===== config.mk =====
export PLATFORM = sky130hd
export DESIGN_NAME = variable_shift_ctrl
export DESIGN_NICKNAME = d
export VERILOG_FILES = /design/src/rtl/variable_shift_ctrl.sv
export SDC_FILE = /design/constraint.sdc
export NUM_CORES = 1
export LEC_CHECK = 0
export ABC_AREA = 1
export BUFFER_PORTS_ARGS = -buffer_cell sky130_fd_sc_hd__buf_2
export CORE_UTILIZATION = 25
export CTS_BUF_LIST = sky130_fd_sc_hd__clkbuf_16
export DETAILED_ROUTE_END_ITERATION = 8
export MAX_ROUTING_LAYER = met4
export PLACE_DENSITY = 0.5
export SYNTH_ARGS = -nofsm -noshare
export SYNTH_HDL_FRONTEND = slang
export SYNTH_SLANG_ARGS = --single-unit

===== constraint.sdc =====
create_clock -name clk -period 3.7 [get_ports clk]
set_clock_uncertainty 0.15 [all_clocks]
set_input_delay 0.74 -clock clk [delete_from_list [all_inputs] [get_ports clk]]
set_output_delay 0.74 -clock clk [all_outputs]
set_load 0.1 [all_outputs]

===== src/rtl/variable_shift_ctrl.sv =====
// Iteration controller for the shift-over-0s/1s divider: owns the remaining-positions counter and issues shift/op steps.
// Define VSC_STATS_EN to add the iter_cnt and max_shift_seen status outputs.
module variable_shift_ctrl #(
    parameter int WIDTH     = 8,
    parameter int STEPS     = 8,
    parameter int MAX_SHIFT = 4,
    parameter int CNT_W     = 4,
    parameter int SH_W      = 3
) (
    input  logic             clk,
    input  logic             rst,
    input  logic             start,
    input  logic             flush,
    input  logic             op_init,
    input  logic [WIDTH-1:0] result,
    output logic [SH_W-1:0]  shift,
    output logic             op,
    output logic             step_valid,
    output logic             busy,
    output logic             done,
    output logic [CNT_W-1:0] rem
`ifdef VSC_STATS_EN
    ,
    output logic [CNT_W-1:0] iter_cnt,
    output logic [SH_W-1:0]  max_shift_seen
`endif
);

    localparam int CW = (CNT_W > SH_W) ? CNT_W : SH_W;

    typedef enum logic [1:0] {IDLE, RUN, DONE} state_t;

    state_t           state_q, state_d;
    logic [SH_W-1:0]  shift_q, shift_d;
    logic             op_q, op_d;
    logic             stepValid_q, stepValid_d;
    logic             busy_q, busy_d;
    logic             done_q, done_d;
    logic [CNT_W-1:0] rem_q, rem_d;

    logic [SH_W-1:0]  matchIdx;
    logic [CW-1:0]    kExt, remExt, shiftExt;
    logic [SH_W-1:0]  stepShift;
    logic [CNT_W-1:0] stepRem;
    logic             remZero;
    logic             unusedResultBits;

    // Bits at MAX_SHIFT and above never take part in the step decision.
    assign unusedResultBits = ^result[WIDTH-1:MAX_SHIFT];

    always_comb begin
        matchIdx = SH_W'(MAX_SHIFT);
        for (int i = MAX_SHIFT - 1; i >= 0; i--) begin
            if (result[i] == op_q) begin
                matchIdx = SH_W'(i);
            end
        end
    end

    assign kExt      = CW'(matchIdx);
    assign remExt    = CW'(rem_q);
    assign shiftExt  = (kExt < remExt) ? kExt : remExt;
    assign stepShift = SH_W'(shiftExt);
    assign stepRem   = (remExt > shiftExt) ? CNT_W'(remExt - shiftExt - CW'(1)) : '0;
    assign remZero   = (rem_q == '0);

    always_ff @(posedge clk or posedge rst) begin
        if (rst) begin
            state_q     <= IDLE;
            shift_q     <= '0;
            op_q        <= 1'b1;
            stepValid_q <= 1'b0;
            busy_q      <= 1'b0;
            done_q      <= 1'b0;
            rem_q       <= '0;
        end else begin
            state_q     <= state_d;
            shift_q     <= shift_d;
            op_q        <= op_d;
            stepValid_q <= stepValid_d;
            busy_q      <= busy_d;
            done_q      <= done_d;
            rem_q       <= rem_d;
        end
    end

    always_comb begin
        state_d = state_q;
        if (flush) begin
            state_d = IDLE;
        end else begin
            case (state_q)
                IDLE:    if (start) state_d = RUN;
                RUN:     if (remZero) state_d = DONE;
                DONE:    state_d = IDLE;
                default: state_d = IDLE;
            endcase
        end
    end

    // The final zero-shift step and the done pulse become visible together in the DONE cycle.
    always_comb begin
        shift_d     = shift_q;
        op_d        = op_q;
        stepValid_d = 1'b0;
        busy_d      = busy_q;
        done_d      = 1'b0;
        rem_d       = rem_q;
        if (flush) begin
            busy_d = 1'b0;
            rem_d  = '0;
        end else begin
            case (state_q)
                IDLE: begin
                    if (start) begin
                        rem_d  = CNT_W'(STEPS);
                        op_d   = op_init;
                        busy_d = 1'b1;
                    end
                end
                RUN: begin
                    stepValid_d = 1'b1;
                    op_d        = ~op_q;
                    if (remZero) begin
                        shift_d = '0;
                        done_d  = 1'b1;
                    end else begin
                        shift_d = stepShift;
                        rem_d   = stepRem;
                    end
                end
                DONE: begin
                    busy_d = 1'b0;
                end
                default: begin
                    busy_d = 1'b0;
                end
            endcase
        end
    end

    assign shift      = shift_q;
    assign op         = op_q;
    assign step_valid = stepValid_q;
    assign busy       = busy_q;
    assign done       = done_q;
    assign rem        = rem_q;

`ifdef VSC_STATS_EN
    logic [CNT_W-1:0] iterCnt_q, iterCnt_d;
    logic [SH_W-1:0]  maxShift_q, maxShift_d;

    // Statistics survive flush and done; only a new accepted start or reset clears them.
    always_comb begin
        iterCnt_d  = iterCnt_q;
        maxShift_d = maxShift_q;
        if (!flush) begin
            if (state_q == IDLE && start) begin
                iterCnt_d  = '0;
                maxShift_d = '0;
            end else if (state_q == RUN) begin
                iterCnt_d = iterCnt_q + CNT_W'(1);
                if (!remZero && stepShift > maxShift_q) begin
                    maxShift_d = stepShift;
                end
            end
        end
    end

    always_ff @(posedge clk or posedge rst) begin
        if (rst) begin
            iterCnt_q  <= '0;
            maxShift_q <= '0;
        end else begin
            iterCnt_q  <= iterCnt_d;
            maxShift_q <= maxShift_d;
        end
    end

    assign iter_cnt       = iterCnt_q;
    assign max_shift_seen = maxShift_q;
`endif

endmodule


==> metrics.yaml <==
yosys_register_bits: 13
timing.final.crit_share: 0.871
gp_congestion: 0.830
setup-tns-final_ns: 0
ys_async_sr_fraction: 1.00
drt_iter0_drc: 23
fmax_ghz: 0.310
grt_pass1_wl_um: 3230
crit_path_start_kind: "flip-flop"
crit_type: "flip-flop to flip-flop"
seq_area_frac_synth: 0.384
synth_top_area_share: 0.353
clk_latency_ns: 0.24
synth_top_area_cell: "dfrtp_1"
register_area_um2: 327
clkSlewWorstSetupHoldPaths_ns: 0.04
synth_common_cells: "32 x nand2_1, 22 x inv_1, 16 x nor2_1"
end_kind: "flip-flop"
rsz0062_at_grt: "false"
status: "complete, no violations"
grt-ovfl-total: 0
rr_worst_depth: 20
antenna_found_initial: 0
die_h_um: 60.3
viasPerCell: 4.26
synthTopCellsByArea: "dfrtp_1 35%, nand2_1 14%, inv_1 9.7%"
finalSetupViolCount: 0
hold_path.class: "flip-flop to flip-flop"
synth_nets: 140
multi_input_area_um2: 442
layout-drive-gt1-share: 0.168
post_cts_resized: 0
clock_sinks: 13
die-area_um2: 3640
synth.distinct_cells: 15
hold_depth: 2
cts_made_buffers: 3
period_needed_ns: 3.22
diodes: 0
core_um2: 3130
cts_hold_buf: 0
port_buffers: 19
io_pins: 24
tritoncts: "done"
drc: 0
relSlewSlack: 0.660
hold_viol: 0
worstPathMaxFanout: 7
die_w_um: 60.3
cts_buffer_depth: 2
dpl.hpwl_um: 1540
grt_usage: 0.126
postSynthCellCount: 120
critPathRequiredTime_ns: 3.66
synth.most_common_cell: "nand2_1"
synth_edf_count: 0
first_global_vias: 764
routedWlPerCell_um: 9.91
post-cts-setup-buffers: 0
htreeDepth: 1
tightest_slew_ns: 0.509
synth_ff_type: "dfrtp_1"
area_growth_pct: 26.9
rows: 20
routed_wl_um: 1850
synth-warning-count: 0
fillers: 352
drtPass1Iterations: 4
via_count: 796
cts.root.buffer_cell: "clkbuf_16"
grt_max_degree: 14
drv_slew: 0
initial_core_util: 0.272
cap_viol_max_count: 0
syn_area_um2: 851
ant_nets: 0
worstPathArrival_ns: 3.18
syn_area_per_cell_um2: 7.09
nets: 164
==> routing by layer <==
metal / vias to the layer above / GRT usage / routed length (µm)
li1: 420 / - / -
met1: 358 / 0.168 / 984
met4: 0 / 0.0598 / 36
met2: 14 / 0.190 / 793
met3: 4 / 0.0128 / 40
met5: - / - / 0
==> through the flow <==
| step | util | std cells | hold slack [ns] | instance area, µm² | setup slack [ns] |
|---|---|---|---|---|---|
| final | 0.345 | 187 | 0.320 | 1080 | 0.477 |
| after global routing | 0.345 | 187 | 0.363 | 1080 | 0.185 |
| after CTS | 0.345 | 187 | 0.326 | 1080 | 0.450 |
| after detailed placement | 0.320 | 183 | 0.314 | 1000 | 0.266 |
| after global placement | 0.320 | 183 | 0.307 | 1000 | 0.303 |
| after floorplan | - | 120 | 0.308 | 851 | 0.358 |
==> state kept, by name, summed over array words and instances (netlist names) <==
register,cells
op,1
step_valid,1
busy,1
rem,4
done,1
shift,3
state_q,2
==> cell type report <==
cell class	instances	area share
clock buffers	3	0.0695
clock inverters	1	0.00348
inverters	22	0.0765
multi-input cells	85	0.409
flip-flops and latches	13	0.302
well taps	44	0.0510
repair buffers	19	0.0881
==> final timing paths <==
path	from	to	slack [ns]
worst max-delay path	op	rem[2]	0.48
worst min-delay path	shift[1]	shift[1]	0.32
worst max register to register	op	rem[2]	0.48
worst min register to register	shift[1]	shift[1]	0.32
max in group asynchronous	rst	op	2.67
min in group asynchronous	rst	state_q[0]	0.37
==> critical path, cell delays in order, from the launching register on <==
cell and delay [ns]:
dfstp_2 0.59, inv_1 0.08, nand2_1 0.06, nand2_1 0.06
a21oi_1 0.18, inv_1 0.06, nor2_1 0.13, ha_1 0.25
inv_1 0.05, nor2_1 0.04, nand2_2 0.09, nand2_1 0.11
nand2_1 0.10, nand2_1 0.06, ha_1 0.33, a21oi_1 0.23
o21ai_0 0.11, o21ai_0 0.11, nand2_1 0.15, nand4_1 0.09
o21ai_0 0.08
==> cell families (layout without fill, tap and decap cells) <==
| group | Yosys count | in the layout | share of synthesized area |
|---|---|---|---|
| compound gates | 13 | 13 | 0.0779 |
| xor+xnor | 3 | 3 | 0.0309 |
| fa+ha+maj | 7 | 7 | 0.112 |
| buf+inv | 22 | 45 | 0.0971 |
| flops | 13 | 13 | 0.384 |
| simple gates | 62 | 62 | 0.299 |
==> cell usage in the layout, fill, tap and decap left out <==
| cell | netlist | layout |
|---|---|---|
| nand2_1 | 32 | 32 |
| inv_1 | 22 | 23 |
| buf_2 | 0 | 19 |
| nor2_1 | 16 | 16 |
| dfrtp_1 | 12 | 12 |
| nand3_1 | 10 | 10 |
| o21ai_0 | 8 | 8 |
| ha_1 | 6 | 6 |
| a21oi_1 | 4 | 4 |
| xor2_1 | 3 | 3 |
| clkbuf_16 | 0 | 3 |
| nand4_1 | 2 | 2 |
| nand2_2 | 1 | 1 |
| nor3_1 | 1 | 1 |
| o22ai_1 | 1 | 1 |
| fa_1 | 1 | 1 |
| dfstp_2 | 1 | 1 |
Power is left out: the tool's default activity adds up to more than one toggle a clock period on the data nets, which glitch-free logic cannot reach.
